[src/rtl/serial_shift_tx.sv]
// rtl/serial_shift_tx.sv - parallel-in, MSB-first serial-out transmitter with frame strobe and done pulse
// Optional even-parity bit after the data bits when SERIAL_SHIFT_TX_PARITY_EN is defined.
module serial_shift_tx #(
  parameter int WIDTH = 8
) (
  input  logic             clk,
  input  logic             reset,
  input  logic [WIDTH-1:0] tx_data,
  input  logic             tx_valid,
  output logic             tx_ready,
  output logic             ser_out,
  output logic             ser_frame,
  output logic             done
);

  localparam int CW = $clog2(WIDTH);
  localparam logic [CW-1:0] LAST = CW'(WIDTH - 1);

`ifdef SERIAL_SHIFT_TX_PARITY_EN
  typedef enum logic [1:0] {IDLE, SHIFT, PAR} state_t;
  logic par_bit;
`else
  typedef enum logic {IDLE, SHIFT} state_t;
`endif

  state_t          state;
  logic [WIDTH-1:0] sreg;   // bits still to be sent, next one at the MSB
  logic [CW-1:0]   count;

  assign tx_ready = reset && (state == IDLE);

  always_ff @(posedge clk or negedge reset) begin
    if (!reset) begin
      state     <= IDLE;
      sreg      <= '0;
      count     <= '0;
      ser_out   <= 1'b0;
      ser_frame <= 1'b0;
      done      <= 1'b0;
`ifdef SERIAL_SHIFT_TX_PARITY_EN
      par_bit   <= 1'b0;
`endif
    end else begin
      done <= 1'b0;
      case (state)
        IDLE: begin
          if (tx_valid) begin
            sreg      <= {tx_data[WIDTH-2:0], 1'b0};
            ser_out   <= tx_data[WIDTH-1];
            ser_frame <= 1'b1;
            count     <= '0;
            state     <= SHIFT;
`ifdef SERIAL_SHIFT_TX_PARITY_EN
            par_bit   <= ^tx_data;
`endif
          end
        end
        SHIFT: begin
          if (count != LAST) begin
            ser_out <= sreg[WIDTH-1];
            sreg    <= {sreg[WIDTH-2:0], 1'b0};
            count   <= count + CW'(1);
          end else begin
`ifdef SERIAL_SHIFT_TX_PARITY_EN
            ser_out   <= par_bit;
            state     <= PAR;
`else
            ser_out   <= 1'b0;
            ser_frame <= 1'b0;
            done      <= 1'b1;
            state     <= IDLE;
`endif
          end
        end
`ifdef SERIAL_SHIFT_TX_PARITY_EN
        PAR: begin
          ser_out   <= 1'b0;
          ser_frame <= 1'b0;
          done      <= 1'b1;
          state     <= IDLE;
        end
`endif
        default: begin
          ser_out   <= 1'b0;
          ser_frame <= 1'b0;
          state     <= IDLE;
        end
      endcase
    end
  end

endmodule

[config.mk]
export PLATFORM = sky130hd
export DESIGN_NAME = serial_shift_tx
export DESIGN_NICKNAME = d
export VERILOG_FILES = /design/src/rtl/serial_shift_tx.sv
export SDC_FILE = /design/constraint.sdc
export NUM_CORES = 1
export LEC_CHECK = 0
export ABC_AREA = 1
export CELL_PAD_IN_SITES_DETAIL_PLACEMENT = 0
export CELL_PAD_IN_SITES_GLOBAL_PLACEMENT = 1
export CORE_MARGIN = 4
export CORE_UTILIZATION = 37
export DETAILED_ROUTE_END_ITERATION = 10
export MAX_ROUTING_LAYER = met4
export PLACE_DENSITY_LB_ADDON = 0.1
export SLEW_MARGIN = 20
export SYNTH_ARGS = -nofsm -noshare
export SYNTH_HDL_FRONTEND = slang
export SYNTH_SLANG_ARGS = --single-unit
[constraint.sdc]
create_clock -name clk -period 4.1 [get_ports clk]
set_input_delay 0.615 -clock clk [delete_from_list [all_inputs] [get_ports clk]]
set_output_delay 0.615 -clock clk [all_outputs]
set_load 0.03 [all_outputs]
Yosys cells after proc, flatten, opt, wreduce, memory -nomap -nowiden
Cells that the tools add are included.
- add/sub/neg operators: 1
- equal/unequal tests: 4
- mux-type cells: 17
- bitwise gates (word level): 1
- reductions and logical operators: 3
- operators with widths (operator ; number):
    $mux 8 ; 2
    $pmux 8 s2 ; 1
    $mux 1 ; 8
    $mux 3 ; 2
    $pmux 1 s2 ; 3
    $pmux 3 s2 ; 1
    $ne 2x2->1 const B ; 2
    $reduce_and 2->1 ; 2
    $add 3x1->3 const B ; 1
    $ne 3x3->1 const B ; 1
    $ne 2x1->1 const B ; 1
    $logic_and 1x1->1 ; 1
    $not 1->1 ; 1
- flip-flop bits (word level): 15
- input port bits: 11
- output and inout bits: 4
- logic and storage cells: 32

Longest topological paths before layout
- word-level depth: 3
- gate-level depth with buffers: 7
- gate-level depth less buffers: 7

Worst setup path before layout
OpenSTA, ideal clock, no wires.
- kind: input to output
- start point: in reset
- end point: out tx_ready
- data arrival time: 1.037 ns
- data required time: 3.485 ns
- setup slack: 2.448 ns
- cell stages on the path: 2
- buffers on the path: 0
- cells stage by stage: inv_1 nor2_1
- cells in the longest elaborated chain, start to end: 1
- ends and longest elaborated chain (item ; RTL line ; text):
    start: declaration ; 7 ; input logic reset,
    $logic_and 1x1->1 ; 30 ; assign tx_ready = reset && (state == IDLE);
    end: declaration ; 10 ; output logic tx_ready,
No other way between the ends.

Worst setup path in the final report
Ends and elaborated chain as after synthesis.

==> impl_summary.log <==
[metrics] clock transition at the registers of the reported paths: approximately 0.08 ns
[metrics] Vias/cell: 4.43
[metrics] count of distinct cell types in the synthesized netlist: 13
[metrics] initial core utilization: 0.398
[metrics] Die Footprint: 2630 µm²
[metrics] total vias in the final route: 567
[metrics] Worst setup SP type: input port
[metrics] Internal Power: 351 µW
[metrics] combinational group share of total power: 0.435
[metrics] count of nets left with antenna violations after detail routing: 0
[metrics] total global routing overflow: 0
[metrics] required time reported for the critical path endpoint: 3.48 ns
[metrics] sequential cell area fraction in the yosys report: 0.505
[metrics] cell chain of the critical path: clkdlybuf4s50_1 > buf_4 > inv_1 > nor2_1 > clkdlybuf4s50_1
[metrics] maximum number of pins on one net before global-route repair: 16
[metrics] unrepaired setup endpoints after global routing: false
[metrics] timing-limited maximum frequency: 368 MHz
[metrics] Clock Skew: 0.00422 ns
[metrics] type of the tightest min-delay check: flop to flop
[metrics] register bit total from synthesis: 14
[metrics] outcome: complete, no violations
[metrics] Crit path top cell by count: sky130_fd_sc_hd__clkdlybuf4s50_1
[metrics] net switching fraction of the power: 0.411
[metrics] relative slew slack: 0.705
[metrics] first-pass GRT wire length: around 2300 µm
[metrics] number of cell rows: 15
[metrics] Power per Cell Area: 672 nW/µm²
[metrics] crit path buf inv count: 4
[metrics] number of antenna violations at the first check in global routing: 0
[metrics] count of yosys warnings during synthesis: 0
[metrics] Critical Path Slowest Stage Cell: sky130_fd_sc_hd__clkdlybuf4s50_1
[metrics] Final Max Tran Viols: 0
[metrics] H-tree lvl count: 1
[metrics] Max clock buf depth: 2
[metrics] CTS tree: built
[metrics] slew at the pin closest to its max-slew limit: approximately 0.44 ns
[metrics] Syn Inst Count: 87
[metrics] Ant. Diodes: 0
[metrics] die boundary width: between 50 and 60 µm
[metrics] Tcrit/Tclk final: 0.663
[metrics] clock root buffer: sky130_fd_sc_hd__clkbuf_4
[metrics] Syn Area/Cell: 7.98 µm²
[metrics] IR drop worst, VDD: 0.293 mV
[metrics] final critical path time including I/O delays and setup: 2.72 ns
[metrics] total count of hold-check failures in the final report: 0
[metrics] Worst Path Class, Setup: input port to output port
[metrics] Residual DRC: 0
[metrics] Mapped Nets: 101
[metrics] CTS buffer count: 3
[metrics] reported leakage power: 0.483 nW
[metrics] Max-Cap Viols: 0
[metrics] number of hold-repair buffers added at the cts stage: 0
[metrics] final net count: roughly 120
[metrics] ratio of cells with drive above 1 in the final layout: 0.0777
[metrics] main area contributors after synthesis: sky130_fd_sc_hd__dfrtp_1 50%, sky130_fd_sc_hd__nand2_1 23%, sky130_fd_sc_hd__nand3_1 10%
[metrics] source-to-sink clock delay at the later pin of the worst-skew pair: 0.27 ns
[metrics] Avg WL per Cell: slightly above 10 µm
[metrics] aggregate negative setup slack: 0 ns
[metrics] total detailed-routing wirelength: 1320 µm
[metrics] clock network fraction of total power: 0.164
[metrics] # resized after CTS: 0
[metrics] share of power burned in registers: 0.402
[metrics] Cell Count, Final, Fillers Out: around 130
[metrics] area added between synthesis and finish: 27.6%
[metrics] Crit path max-delay family: buffers and inverters
[metrics] Crit path largest cell delay: 0.67 ns
[metrics] routability-driven placement congestion ratio: 0.731
[metrics] dpl cells: between 100 and 150
[metrics] overall fraction of global-route tracks in use: 0.121
[metrics] TritonCTS sink count: 14
[metrics] cell accounting for the most synthesized area: sky130_fd_sc_hd__dfrtp_1
[metrics] area share of the leading cell type in the synthesized netlist: 0.505
[metrics] maximum fanout encountered on the critical timing path: 15
[metrics] port buffer count: 14
[metrics] arrival time at the worst endpoint: 2.11 ns
[metrics] cell area after technology mapping: 694 µm²
[metrics] count of endpoints failing setup in the final report: 0
[metrics] detailed-placement wirelength estimate: 910 µm
[metrics] number of global-route vias before repair: 523
[metrics] area inside the core boundary: 1750 µm²
[metrics] top-level port count: 15
[metrics] number of violations reported at the end of detailed-routing iteration 0: 10
[metrics] worst reg2reg setup slack: around 2.5 ns
[metrics] DIE HEIGHT: 51.3 µm
[metrics] Pre-antenna DRT Iters: 4
[metrics] # Post-CTS Setup Buffers: 0
[metrics] total net switching power: 245 µW
[metrics] CP Capture Type: output port
-- worst paths after layout --
check,from,endpoint,depth (start not counted)
min reg2reg,ser_out,ser_out,2
max,reset,tx_ready,5
max in group asynchronous,reset,count[1],2
min in group asynchronous,reset,sreg[1],2
max reg2reg,count[0],sreg[7],7
min,ser_out,ser_out,2
-- cell usage after synthesis --
| cell | n |
|---|---|
| sky130_fd_sc_hd__nand2_2 | 1 |
| sky130_fd_sc_hd__buf_6 | 1 |
| sky130_fd_sc_hd__inv_1 | 5 |
| sky130_fd_sc_hd__ha_1 | 3 |
| sky130_fd_sc_hd__buf_2 | 1 |
| sky130_fd_sc_hd__inv_2 | 1 |
| sky130_fd_sc_hd__nand2_4 | 1 |
| sky130_fd_sc_hd__nor2_1 | 2 |
| sky130_fd_sc_hd__nand3b_1 | 1 |
| sky130_fd_sc_hd__buf_4 | 1 |
| sky130_fd_sc_hd__nand3_1 | 14 |
| sky130_fd_sc_hd__dfrtp_1 | 14 |
| sky130_fd_sc_hd__nand2_1 | 42 |
-- cells by family (layout without fill, tap and decap cells) --
kind of cell  Yosys count  in the layout  share of synthesized area
simple gates           61             61                      0.375
buf+inv                 9             25                     0.0667
flops                  14             14                      0.505
fa+ha+maj               3              3                     0.0541
-- placed cells by master, fill, tap and decap left out --
master / instances
sky130_fd_sc_hd__nand2_2: 1
sky130_fd_sc_hd__nand3b_1: 1
sky130_fd_sc_hd__clkdlybuf4s50_1: 14
sky130_fd_sc_hd__buf_4: 1
sky130_fd_sc_hd__dfrtp_1: 14
sky130_fd_sc_hd__nand2_1: 42
sky130_fd_sc_hd__nand2_4: 1
sky130_fd_sc_hd__clkbuf_8: 1
sky130_fd_sc_hd__inv_1: 5
sky130_fd_sc_hd__clkbuf_4: 3
sky130_fd_sc_hd__nand3_1: 14
sky130_fd_sc_hd__ha_1: 3
sky130_fd_sc_hd__inv_2: 1
sky130_fd_sc_hd__nor2_1: 2
-- flip-flops by register name (all words and copies together) (netlist names) --
signal / flops
count: 3
done: 1
ser_frame: 1
ser_out: 1
sreg: 7
state: 1
-- worst register-to-register path: stages, from the launching register on --
cell and delay, ns:
sky130_fd_sc_hd__dfrtp_1 0.40, sky130_fd_sc_hd__ha_1 0.22, sky130_fd_sc_hd__ha_1 0.20, sky130_fd_sc_hd__inv_1 0.05, sky130_fd_sc_hd__nand2_1 0.26, sky130_fd_sc_hd__nand2_2 0.27
sky130_fd_sc_hd__nand2_1 0.08, sky130_fd_sc_hd__nand2_1 0.06
-- power by group through the flow --
stage | logic (mW) | registers [mW] | clock network, mW
3_3_place_gp | 0.261 | 0.242 | 0
6_report | 0.259 | 0.239 | 0.0975
2_1_floorplan | 0.186 | 0.249 | 0
3_5_place_dp | 0.261 | 0.243 | 0
4_1_cts | 0.263 | 0.240 | 0.102
5_1_grt | 0.297 | 0.249 | 0.109
-- layout make-up --
cell class / instances / area [µm²]
clock buffer: 4 / 36.3
inverter: 6 / 22.5
tap: 25 / 31.3
sequential: 14 / 350
multi-input combinational: 64 / 298
timing repair buffer: 15 / 148
fill: 190 / 860
-- per-layer routing --
metal | vias to the layer above | routed length [µm] | global-route usage
met3 | 2 | 68 | 0.0350
li1 | 302 | - | -
met5 | - | 0 | -
met4 | 0 | 10 | 0.0524
met2 | 12 | 548 | 0.167
met1 | 251 | 688 | 0.165
-- per-stage QoR --
step	util	cell area [µm²]	hold slack, ns	worst slack, ns	power, mW
6_report	0.508	886	0.497	1.38	0.596
5_1_grt	0.508	886	0.539	1.23	0.655
4_1_cts	0.508	886	0.505	1.35	0.605
3_5_place_dp	0.487	850	0.485	1.36	0.504
3_3_place_gp	0.487	850	0.478	1.37	0.503
2_1_floorplan	-	694	0.319	2.45	0.435
Note: power is estimated with default switching activity, not from simulation.
